<file path="src/rtl/pipeline_hazard_ctrl_pkg.sv">
// Shared types for the pipeline hazard controller: FSM state encoding and
// the thermometer-mask helper used to build stall and flush masks.
package pipeline_hazard_ctrl_pkg;

  localparam int MAX_STAGES = 32;

  typedef enum logic [1:0] {
    S_RUN   = 2'd0,
    S_STALL = 2'd1,
    S_FLUSH = 2'd2,
    S_HALT  = 2'd3
  } hazard_state_e;

  // Bits 0..n set; a negative n yields an empty mask.
  function automatic logic [MAX_STAGES-1:0] thermo_mask(input int n);
    logic [MAX_STAGES-1:0] m;
    m = '0;
    for (int i = 0; i < MAX_STAGES; i++) m[i] = (i <= n);
    return m;
  endfunction

endpackage

</file>
<file path="src/rtl/pipeline_hazard_ctrl_prio_enc.sv">
// Highest-set-bit priority encoder; valid is low when no request bit is set.
module hazard_prio_enc #(
  parameter int N  = 5,
  parameter int IW = 3
) (
  input  logic [N-1:0]  req,
  output logic [IW-1:0] idx,
  output logic          valid
);

  always_comb begin
    idx   = '0;
    valid = 1'b0;
    for (int i = 0; i < N; i++) begin
      if (req[i]) begin
        idx   = IW'(i);
        valid = 1'b1;
      end
    end
  end

endmodule

</file>
<file path="src/rtl/pipeline_hazard_ctrl.sv">
// Stall/flush/halt controller for the in-order pipeline (oldest requester wins).
// Optional per-stage stall cycle counters are enabled with PIPE_HAZARD_PERF_EN.
module pipeline_hazard_ctrl
  import pipeline_hazard_ctrl_pkg::*;
#(
  parameter int NUM_STAGES   = 5,
  parameter int XLEN         = 32,
  parameter int FLUSH_CYCLES = 1,
  parameter int WDT_WIDTH    = 8
) (
  input  logic                       clk,
  input  logic                       rst_n,
  input  logic [NUM_STAGES-1:0]      stall_req,
  input  logic [NUM_STAGES-1:0]      flush_req,
  input  logic [NUM_STAGES*XLEN-1:0] flush_pc,
  input  logic                       halt_req,
  output logic [NUM_STAGES-1:0]      stall,
  output logic [NUM_STAGES-1:0]      flush,
  output logic [NUM_STAGES-1:0]      bubble,
  output logic                       pc_stall,
  output logic                       pc_redirect,
  output logic [XLEN-1:0]            pc_redirect_addr,
  output logic                       halt_ack,
  output logic                       stall_timeout
`ifdef PIPE_HAZARD_PERF_EN
  ,
  output logic [NUM_STAGES*32-1:0]   stall_cycles
`endif
);

  localparam int IW = (NUM_STAGES > 1) ? $clog2(NUM_STAGES) : 1;
  localparam int CW = $clog2(FLUSH_CYCLES + 1);
  localparam logic [CW-1:0] HOLD_LOAD = CW'(FLUSH_CYCLES - 1);
  localparam logic [WDT_WIDTH-1:0] WDT_MAX = '1;

  hazard_state_e         state, next_state;
  logic [IW-1:0]         stall_idx, flush_idx, held_idx;
  logic                  stall_any, flush_any, accept;
  logic [NUM_STAGES-1:0] stall_mask, flush_new, held_mask;
  logic [CW-1:0]         hold_cnt;
  logic [WDT_WIDTH-1:0]  wdt;

  hazard_prio_enc #(.N(NUM_STAGES), .IW(IW)) u_stall_enc (
    .req(stall_req), .idx(stall_idx), .valid(stall_any)
  );

  hazard_prio_enc #(.N(NUM_STAGES), .IW(IW)) u_flush_enc (
    .req(flush_req), .idx(flush_idx), .valid(flush_any)
  );

  assign stall_mask = NUM_STAGES'(thermo_mask(int'(stall_idx)));
  assign flush_new  = NUM_STAGES'(thermo_mask(int'(flush_idx) - 1));

  // A flush must come from a stage older than every staller; during a hold
  // it must also be older than the flush already being held.
  always_comb begin
    accept = flush_any && (!stall_any || (flush_idx > stall_idx))
             && ((state != S_FLUSH) || (flush_idx > held_idx))
             && (state != S_HALT);
  end

  always_comb begin
    stall            = '0;
    flush            = '0;
    bubble           = '0;
    pc_redirect      = 1'b0;
    pc_redirect_addr = '0;
    for (int i = 0; i < NUM_STAGES; i++) begin
      if (i == int'(flush_idx)) pc_redirect_addr = flush_pc[i*XLEN +: XLEN];
    end
    if (state == S_HALT) begin
      stall = '1;
    end else begin
      if (accept) begin
        flush       = flush_new;
        pc_redirect = 1'b1;
      end else if (state == S_FLUSH) begin
        flush = held_mask;
      end
      stall = stall_any ? (stall_mask & ~flush) : '0;
      for (int i = 0; i < NUM_STAGES; i++) begin
        bubble[i] = stall_any && (i == int'(stall_idx) + 1);
      end
    end
  end

  assign pc_stall      = |stall;
  // halt handshake: halt_req is a level; halt_ack is high exactly while frozen.
  assign halt_ack      = (state == S_HALT);
  assign stall_timeout = (wdt == WDT_MAX);

  always_comb begin
    next_state = state;
    case (state)
      S_RUN: begin
        if (accept && (FLUSH_CYCLES > 1))  next_state = S_FLUSH;
        else if (stall_any)                next_state = S_STALL;
        else if (halt_req && !flush_any)   next_state = S_HALT;
      end
      S_STALL: begin
        if (accept && (FLUSH_CYCLES > 1))  next_state = S_FLUSH;
        else if (!stall_any)               next_state = (halt_req && !flush_any) ? S_HALT : S_RUN;
      end
      S_FLUSH: begin
        if (!accept && (hold_cnt == CW'(1))) next_state = S_RUN;
      end
      S_HALT: begin
        if (!halt_req) next_state = S_RUN;
      end
      default: next_state = S_RUN;
    endcase
  end

  always_ff @(posedge clk or negedge rst_n) begin
    if (!rst_n) begin
      state     <= S_RUN;
      held_mask <= '0;
      held_idx  <= '0;
      hold_cnt  <= '0;
      wdt       <= '0;
    end else begin
      state <= next_state;
      if (next_state == S_FLUSH) begin
        if (accept) begin
          held_mask <= flush_new;
          held_idx  <= flush_idx;
          hold_cnt  <= HOLD_LOAD;
        end else begin
          hold_cnt <= hold_cnt - 1'b1;
        end
      end else begin
        held_mask <= '0;
        held_idx  <= '0;
        hold_cnt  <= '0;
      end
      if (next_state == S_STALL) wdt <= (wdt == WDT_MAX) ? wdt : wdt + 1'b1;
      else                       wdt <= '0;
    end
  end

`ifdef PIPE_HAZARD_PERF_EN
  always_ff @(posedge clk or negedge rst_n) begin
    if (!rst_n) begin
      stall_cycles <= '0;
    end else begin
      for (int i = 0; i < NUM_STAGES; i++) begin
        if ((state != S_HALT) && stall[i])
          stall_cycles[i*32 +: 32] <= stall_cycles[i*32 +: 32] + 32'd1;
      end
    end
  end
`endif

endmodule

</file>
<file path="config.mk">
export PLATFORM = sky130hd
export DESIGN_NAME = pipeline_hazard_ctrl
export DESIGN_NICKNAME = d
export VERILOG_FILES = /design/src/rtl/pipeline_hazard_ctrl_pkg.sv /design/src/rtl/pipeline_hazard_ctrl_prio_enc.sv /design/src/rtl/pipeline_hazard_ctrl.sv
export SDC_FILE = /design/constraint.sdc
export NUM_CORES = 1
export LEC_CHECK = 0
export ABC_AREA = 1
export CORE_MARGIN = 8
export CORE_UTILIZATION = 32
export CTS_BUF_LIST = sky130_fd_sc_hd__clkbuf_16
export CTS_CLUSTER_DIAMETER = 120
export DETAILED_ROUTE_END_ITERATION = 7
export PLACE_DENSITY_LB_ADDON = 0.08
export SYNTH_ARGS = -nofsm -noshare
export SYNTH_HDL_FRONTEND = slang
export SYNTH_SLANG_ARGS = --single-unit
</file>
<file path="constraint.sdc">
create_clock -name clk -period 3.2 [get_ports clk]
set_input_delay 0.64 -clock clk [delete_from_list [all_inputs] [get_ports clk]]
set_output_delay 0.64 -clock clk [all_outputs]
set_load 0.02 [all_outputs]
</file>
=== Yosys cells after proc, flatten, opt, wreduce, memory -nomap -nowiden ===
Cells that the tools add are included.
Widths: inputs -> output; s select.

* Memories: 0
* Input port bits: 173
* Output and inout port bits: 51
* Bits in latches: 0
* Bits in read-only memories: 0
* Bits in registers: 19
* Logic and storage cells: 106
* Bits in writable memories: 0

* Eq/ne operators: 18
* Magnitude comparators: 11
* Reduce and logical (&&, ||, !) cells: 19
* Add/subtract/negate cells: 4
* Shift-type cells: 0
* Mux-type cells: 47
* Bitwise gates (word level): 2
* Div/mod/pow operators: 0
* Multipliers: 0

{| class="wikitable"
|+ Operator list
! operator !! number
|-
| $mux 32 || 5
|-
| $eq 3x32->1 const A || 2
|-
| $mux 5 || 9
|-
| $eq 2x32->1 const A || 1
|-
| $logic_not 32->1 || 1
|-
| $mux 2 || 10
|-
| $mux 1 || 16
|-
| $mux 8 || 2
|-
| $mux 3 || 4
|-
| $logic_and 1x1->1 || 10
|-
| $eq 3x3->1 const A || 3
|-
| $add 8x1->8 const B || 1
|-
| $eq 8x8->1 const B || 1
|-
| $le 3x4->1 const A || 2
|-
| $ne 2x2->1 const B || 4
|-
| $pmux 2 s4 || 1
|-
| $eq 2x2->1 const B || 3
|-
| $gt 3x3->1 || 2
|-
| $le 2x3->1 const A || 2
|-
| $and 5x5->5 || 1
|-
| $not 5->5 || 1
|-
| $reduce_or 5->1 || 1
|-
| $add 3x1->4 const B || 1
|-
| $eq 2x1->1 const B || 2
|-
| other kinds (13) || 16
|}

=== Depth between registers and ports, before layout ===
* Word-level depth: 17
* Depth in mapped cells: 17
* Gate-level depth less buffers: 17

=== By module ===
A second synthesis with hierarchy kept.

* Cell total of the unflattened synthesis: 467
* Area total of the unflattened synthesis: 2675.1 µm²

{| class="wikitable"
|+ By module, submodules not included
! module !! cells an instance !! area an instance (µm²) !! times used !! sequential area each (µm²)
|-
| pipeline_hazard_ctrl || 449 || 2582.5 || 1 || 475.5
|-
| hazard_prio_enc || 9 || 46.3 || 2 || 0.0
|}

=== Worst setup path before layout ===
Ideal clock, no wire load.

* Kind: in2out
* Start point: in flush_req[1]
* End point: out pc_stall
* Arrival time: 2.184 ns
* Path buffers: 1
* Path slack: 0.376 ns
* Data required time: 2.560 ns
* Cell stages on the path: 14
* Cell sequence: inv_2 nor2_1 o21ai_0 ha_1 nand3_1 nand2_1 nand2_1 nand3_4 buf_12 nand2_2 nand3b_2 nand2_1 nor2_1 nand2_1

* Cells in the longest elaborated chain, start to end: 16
* Elaborated cells between the ends (all ways): 28
* Classes of those cells: add/sub: 1; order compare: 7; mux: 12; bitwise: 2; reduce/logical: 6

{| class="wikitable"
|+ RTL lines
! item !! RTL line !! source
|-
| start: declaration || pipeline_hazard_ctrl.sv:14 || <nowiki>input logic [NUM_STAGES-1:0] flush_req,</nowiki>
|-
| parallel branches: the longest is 9 deep, another holds $sub 3x1->4 || n/a ||
|-
| $mux 5 * || pipeline_hazard_ctrl.sv:74 || <nowiki>if (accept) begin</nowiki>
|-
| $mux 5 * || pipeline_hazard_ctrl.sv:71 || <nowiki>if (state == S_HALT) begin</nowiki>
|-
| $not 5->5 * || pipeline_hazard_ctrl.sv:80 || <nowiki>stall = stall_any ? (stall_mask & ~flush) : '0;</nowiki>
|-
| $and 5x5->5 * || pipeline_hazard_ctrl.sv:80 ||
|-
| $mux 5 * || pipeline_hazard_ctrl.sv:80 ||
|-
| $mux 5 * || pipeline_hazard_ctrl.sv:71 ||
|-
| $reduce_or 5->1 * || pipeline_hazard_ctrl.sv:87 || <nowiki>assign pc_stall = |stall;</nowiki>
|-
| end: declaration || pipeline_hazard_ctrl.sv:20 || <nowiki>output logic pc_stall,</nowiki>
|}

Mark *: on every way between the ends. The select of a mux whose other input is x is not followed.

=== Final worst setup path ===
* Start point: in flush_req[4]
* End point: out flush[1]

* Cells in the longest elaborated chain, start to end: 9
* Elaborated cells between the ends (all ways): 14
* Classes of those cells: add/sub: 1; order compare: 3; mux: 5; reduce/logical: 5

{| class="wikitable"
|+ RTL lines
! item !! RTL line !! source
|-
| parallel branches: the longest is 6 deep, another holds $sub 3x1->4 || n/a ||
|-
| $mux 5 * || pipeline_hazard_ctrl.sv:74 ||
|-
| $mux 5 * (2 in a row) || pipeline_hazard_ctrl.sv:71 ||
|-
| end: declaration || pipeline_hazard_ctrl.sv:18 || <nowiki>output logic [NUM_STAGES-1:0] flush,</nowiki>
|}

Marked as above.

==> run summary <==
The final standard cell count with taps included and fillers excluded came out at ~750. The max capacitance violation total is 0. The initial detailed-routing violation count came out at between 50 and 60. The headroom to the max-slew limit is 0.397.

For this design the top-level I/O count stands at around 220. In the routed layout, each cell is associated on average with a via count of 4.83. Across the routed clock network, the largest skew measured is ~0.0020 ns.

The number of detailed-routing iterations run before antenna repair is 4. The signal on the critical path passes through dlygate4sd2_1, inv_1, o21ai_0, buf_4, ha_1, inv_1, nand3_1, nand2_1, nand2_2, nand2_4, nand4_1, buf_4, buf_4, nand2_2, buf_6. Averaged over all synthesized cells, the footprint is roughly 6.3 sq um. The slowest stage of the critical path is the dlygate4sd2_1 cell. The kind of cell with the highest combined delay along the critical path is buffers and inverters. The sum of buffers and inverters on the critical path came out at 7. The simple-gate share of the synthesized area came out at 0.431. The critical path is of the primary input to output port type. The total of buffers placed on input and output ports is ~220.

The measured slew at the worst slew-check pin came out at about 0.90 ns. After layout, the minimum clock period comes to 3.17 ns. The detailed placer's ending HPWL is approximately 11000 um. The die outline area is 11000 sq um. Counting flops and latches in the post-synthesis netlist gives 19.

The number of cells in the design after placement came out at 744. The main combinational cell family by area after synthesis is simple AND/OR/NAND/NOR gates. The maximum clock path buffer count came out at 2.

The combined global-route utilization of all metal layers came out at 0.227. The count of flip-flops with a built-in enable after synthesis came out at 0. The required time of the critical path came out at about 2.6 ns.

The combined area of all synthesized cells came out at between 2000 and 3000 sq um. From synthesis to final layout, the design area changed by 109%. The number of remaining DRC errors came out at 0. The path class of the tightest hold or removal check is flop to flop. The footprint of the multi-input gates is 1800 sq um.

The power after layout is about 1.3 mW. For this run, the register share of the synthesized area comes to 0.188. The pin count of the biggest net entering global routing came out at 33. STA classifies the critical path endpoint as an output port. The first global-routing pass estimated roughly 20000 um of wire. The fraction of layout cells with a size suffix above 1 is 0.195. The power per unit of standard cell area came out at around 250 nW/um^2. The die span in y is around 100 um. The final count of hold timing violations is 0. The antenna diode count is 0. After floorplanning, the core was sized to cover between 7000 and 8000 sq um. The number of vias in the routed layout came out at between 3000 and 4000. After floorplanning, the core was divided into 32 placement rows.

The detailed-route wire length per cell is ~17 um. The initial antenna violation count came out at 0. The synthesized instance count is 403. The starting utilization of the core area came out at 0.329. The stage delay of the slowest cell on the critical path is around 0.25 ns. The flip-flop and latch area came out at approximately 480 sq um. The synthesized-area fraction occupied by ao, oa, aoi and oai cells came out at 0.181. The type of origin of the critical path is a primary input.

The number of max-slew violations in the final report is 0. The number of clock buffers added by TritonCTS is 3. In the finished design, the share of the clock period the worst path needs comes to 0.992. In this run the number of H-tree levels came out at 1. The largest vdd supply drop is approximately 0.00020 V. Of the total synthesized cell area, the portion taken by XOR and XNOR cells is 0.0104. The insertion delay to the later sink of the worst-skew pair came out at ~0.25 ns. The clock-pin slew of the registers on the worst-case setup and hold paths is about 0.06 ns. The leftover overflow at the end of global routing is 0. The data arrival time of the critical path came out at ~2.5 ns.

The run finished with clean final reports. The final weighted congestion in routability-driven placement is approximately 0.8. The aggregate routed wire length is 12900 um. The net count after synthesis came out at around 580. The number of global-route vias before repair is 3966. The filler cells instantiated in the layout total ~660. The setup violation total in the final timing report came out at 0. The number of library cell types mapped by synthesis came out at 35. The number of nets with antenna violations after routing came out at 0. The library cell used as clock root buffer is clkbuf_16. TritonCTS built the clock tree. In the synthesized netlist the dominant register cell turns out to be dfrtp_1. The final layout net count came out at 833.

The portion of netlist area occupied by mux cells is 0. The most numerous cell type found on the critical path is buf_4. Along the worst path, the maximum fanout reaches 5. The total of warnings raised by yosys came out at 0. The share of synthesized cell area in full adder, half adder and majority cells came out at 0.0346.

Setup repair after global routing could not meet its margin everywhere. After clock tree synthesis, the flow added hold-fix buffers numbering 0. After synthesis, the share of flip-flops with an asynchronous set or reset is 1.00. The clock net in this run drives a total of 19 sinks. The maximum achievable frequency is 315 MHz. In this run the horizontal extent of the chip is between 100 and 150 um. The minimum hold slack is between 0.5 and 0.6 ns. The leakage power of the design is 2.51 nW.
==> final cells by class <==
cell class | count | area share
Timing Repair Buffer | 263 | 0.480
Multi-Input combinational cell | 296 | 0.340
Sequential cell | 19 | 0.0899
Inverter | 70 | 0.0507
Tap cell | 102 | 0.0241
Clock buffer | 3 | 0.0142
Clock inverter | 1 | 0.000947
==> logic make-up (layout without fill, tap and decap cells) <==
family	after synthesis	count (layout)
and+or+nand+nor	231	231
DFF	19	19
adders and majority gates	7	7
xor gates and xnor gates	3	3
AOI/OAI and AO/OA	54	54
other	1	1
buffers and inverters	88	337
==> worst paths after layout <==
kind | end | start | slack, ns | cells past startpoint
max | flush[1] | flush_req[4] | 0.03 | 15
max in group asynchronous | wdt[7]$_DFFE_PN0P_ | rst_n | 1.75 | 1
min reg2reg | held_idx[0]$_DFFE_PN0P_ | held_idx[0]$_DFFE_PN0P_ | 0.51 | 2
min in group asynchronous | held_idx[1]$_DFFE_PN0P_ | rst_n | 0.90 | 1
max reg2reg | held_idx[0]$_DFFE_PN0P_ | held_idx[2]$_DFFE_PN0P_ | 1.23 | 15
min | held_idx[0]$_DFFE_PN0P_ | held_idx[0]$_DFFE_PN0P_ | 0.51 | 2
==> through the flow <==
stage / utilization / worst slack (ns) / area (sq um) / TNS, ns
4_1_cts: 0.679 / -0.0756 / 5220 / -0.0756
3_5_place_dp: 0.662 / -0.673 / 5090 / -21.04
2_1_floorplan: - / 0.376 / 2530 / 0
5_1_grt: 0.688 / -0.0992 / 5290 / -0.159
6_report: 0.688 / 0.0268 / 5290 / 0
3_3_place_gp: 0.662 / -0.626 / 5090 / -19.46
==> metal layers <==
metal | up-vias | GRT usage | wire [um]
met3 | 29 | 0.0903 | 1220
met4 | 0 | 0.0877 | 454
met2 | 138 | 0.420 | 6900
met5 | - | 0 | 0
met1 | 1657 | 0.221 | 4360
li1 | 1815 | - | -
==> worst register-to-register path: stages, from the launching register on <==
cell     delay [ns]
dfrtp_1        0.36
inv_1          0.11
ha_4           0.22
a21oi_1        0.14
nand2_1        0.06
nand2_1        0.07
nand2_2        0.10
nand3_4        0.15
buf_4          0.18
nand2_2        0.07
nand2_4        0.12
inv_4          0.06
nand2_4        0.09
inv_4          0.04
nand2_2        0.05
nand2_2        0.04
==> sequential cells by signal (all words and copies together), names as in the netlist <==
name,flops
held_idx,3
held_mask,5
hold_cnt,1
state,2
wdt,8
==> synthesized netlist by cell type, types with 3 or more instances <==
cell type,n,area share
a21oi_1,7,0.014
a221oi_1,19,0.066
a221oi_2,10,0.059
buf_2,5,0.0099
buf_6,3,0.013
clkbuf_1,7,0.010
dfrtp_1,19,0.19
ha_1,7,0.035
inv_1,64,0.095
inv_2,4,0.0059
nand2_1,97,0.14
nand2_2,8,0.020
nand2_4,3,0.013
nand3_1,41,0.081
nand4_1,5,0.012
nor2_1,61,0.090
nor2_4,4,0.018
o2111ai_1,3,0.010
o21ai_0,10,0.020
o21ai_1,3,0.0059
xor2_1,3,0.010
==> layout by cell type (no fill, tap or decap), types with 5 or more instances in the layout <==
master / count
a221oi_1: 15
a221oi_2: 14
buf_12: 6
buf_2: 8
buf_4: 34
clkdlybuf4s15_1: 7
clkdlybuf4s15_2: 5
clkdlybuf4s50_1: 168
dfrtp_1: 19
dlygate4sd2_1: 24
inv_1: 63
inv_2: 5
nand2_1: 92
nand2_2: 12
nand3_1: 38
nand4_1: 5
nor2_1: 57
nor2_4: 5
o21ai_0: 8
o21ai_1: 5
==> power by group <==
part           internal (mW)  leakage (nW)  switching (mW)
Clock                  0.168        0.0409          0.0922
Sequential             0.283         0.248          0.0334
Combinational          0.410          2.22           0.353
==> repair_timing <==
action / CTS / global route
pin swaps: 4 / 8
gates resized for setup: 117 / 26
setup endpoints to repair: 46 / 15
cloned: 0 / 0
setup buffers: 4 / 2
(Power assumes the default switching activity.)
==> patch (same flow settings) <==
The 4 states of `hazard_state_e` get a one-hot encoding in 4 bits.
--- a/src/rtl/pipeline_hazard_ctrl_pkg.sv
+++ b/src/rtl/pipeline_hazard_ctrl_pkg.sv
@@ -4,11 +4,11 @@
 
   localparam int MAX_STAGES = 32;
 
-  typedef enum logic [1:0] {
-    S_RUN   = 2'd0,
-    S_STALL = 2'd1,
-    S_FLUSH = 2'd2,
-    S_HALT  = 2'd3
+  typedef enum logic [3:0] {
+    S_RUN   = 4'b0001,
+    S_STALL = 4'b0010,
+    S_FLUSH = 4'b0100,
+    S_HALT  = 4'b1000
   } hazard_state_e;
 
   // Bits 0..n set; a negative n yields an empty mask.
Formal check against the unedited RTL: same outputs for any inputs over 10 cycles, from zero or initial values and one cycle with rst_n low; not proved beyond that.
==> patch against the unedited design <==
Routed wire length up 4.6%. First-iteration DRC count grew to 2.7 times the old value. Worst setup slack gained 0.11 ns. Highest routed layer unchanged. Final area up 0.19%. Sequential cell count up 2. Global-route usage increased by 0.20 points. Power grew 1.1%. Synthesized area up 2.6%. Cell count up 3.1%. Synthesized cell count increased by 5.0%. Core utilization is 3.0 points lower. Critical endpoint is now pc_stall.
==> patch: results (changes against the unedited design) <==
metric,value,unit,change
ys_seq_area_frac,0.2028,,+0.01495
numPortBuffers,222,,unchanged
p_leak,2.562,nW,+2.0%
power.share.switching,0.3644,,+0.007086
hpwl,11.34,mm,+2.6%
fin_worst_skew,0.004958,ns,+0.002972 ns
nNetsFinal,852,,+2.3%
first_pass_iters,5,,+1
drtIter0Drc,155,,+170%
synthArstFlopShare,1.000,,unchanged
placed_area,5146,µm²,+1.1%
antenna_found_initial,1,,+1
synth_common_cells,"nand2_1 (139), nand3_1 (83), inv_1 (40), a221oi_1 (29)",,
crit_family,simple AND/OR/NAND/NOR gates,,
dr_total_vias,3867,,+6.3%
drcViolationCount,0,,unchanged
yosysWarningCount,0,,unchanged
htreeDepth,1,,unchanged
grt_pass1_wl,20.89,mm,+2.2%
drive_gt1_frac,0.1863,,-0.008496
crit_slowest_cell,ha_1,,
grt_pass1_vias,3951,,-0.38%
avgSynthCellArea,6.141,µm²,-2.2%
root_buffer,clkbuf_16,,
netSwitchingPower,0.4938,mW,+3.1%
place_ws,-0.6081,ns,+0.06450 ns
critPathMaxFanout,8,,+3
power_frac_seq,0.235,,
wirelength,13.52,mm,+4.6%
reg_top3,"wdt x8, held_mask x5, state x4",,
cpPeakStageDelay,0.28,ns,+0.03 ns
place_congestion,0.9059,,+11%
grt_max_degree,33,,unchanged
vias_per_cell,4.977,,+3.1%
ys_types,34,,-2.9%
hold_class,register to register,,
combPwrFrac,0.574,,+0.004
place_inst,765,,+2.8%
grt_use_total,0.2289,,+0.001963
tightest_slew,0.9274,ns,+0.02520 ns
synth_top_cell_by_area,nand2_1,,
drtAntennaViolNets,0,,unchanged
synth_ff_type,dfrtp_1,,
clk_path_buf_depth,2,,unchanged
synth_nets,603,,+3.4%
ir_drop,0.2487,mV,+27%
status,finished clean,,
synth_area_leaders,"nand2_1 (20%), dfrtp_1 (19%), nand3_1 (16%)",,
nFillCells,725,,+9.2%
cts_buffers,3,,unchanged
-- patch: metal layers --
metal | vias to the layer above | global-route usage | wire [µm]
met4 | 0 | 0.03015 | 172
met2 | 159 | 0.4236 | 6984
met1 | 1763 | 0.2526 | 5222
met3 | 12 | 0.07623 | 1143
met5 | - | 0 | 0
li1 | 1933 | - | -
-- patch: worst min-delay path, stage by stage, from the launching register on --
cell and delay, ns:
dfrtp_1 0.34, nand3_1 0.07, nand2_1 0.07
-- patch: timing repair --
action                                  4_1_cts  5_1_grt
pin swaps                                     2        7
resized for setup                           119       22
hold endpoints to repair                      0        0
endpoints found under the setup margin       41       24
buffers inserted                              5        1
cloned                                        1        0
-- patch: layout make-up --
cell class | count | area [µm²] | share of cell area
Inverter | 44 | 170.2 | 0.03213
Multi-Input combinational cell | 333 | 1839 | 0.3473
Timing Repair Buffer | 269 | 2547 | 0.4810
Tap cell | 105 | 131.4 | 0.02481
Clock buffer | 3 | 75.07 | 0.01417
Sequential cell | 21 | 526.8 | 0.09946
Antenna cell | 1 | 2.502 | 0.0004725
Clock inverter | 1 | 3.754 | 0.0007087
-- patch: cell families after synthesis --
logic type,after synthesis,synth area share
flops,21,0.2028
compound gates,53,0.1604
xor+xnor,3,0.01012
buf+inv,69,0.1175
simple gates,269,0.4740
fa+ha+maj,7,0.03372
other cells,1,0.001444
-- patch: worst paths after layout --
kind | endpoint | slack, ns | from | cells after the start
min in group asynchronous | wdt[0] | 0.91 | rst_n | 1
max | pc_stall | 0.14 | flush_req[2] | 17
max reg2reg | held_idx[1] | 1.32 | state[0] | 11
max in group asynchronous | hold_cnt | 1.72 | rst_n | 1
min | held_idx[2] | 0.51 | held_idx[2] | 2
min reg2reg | held_idx[2] | 0.51 | held_idx[2] | 2
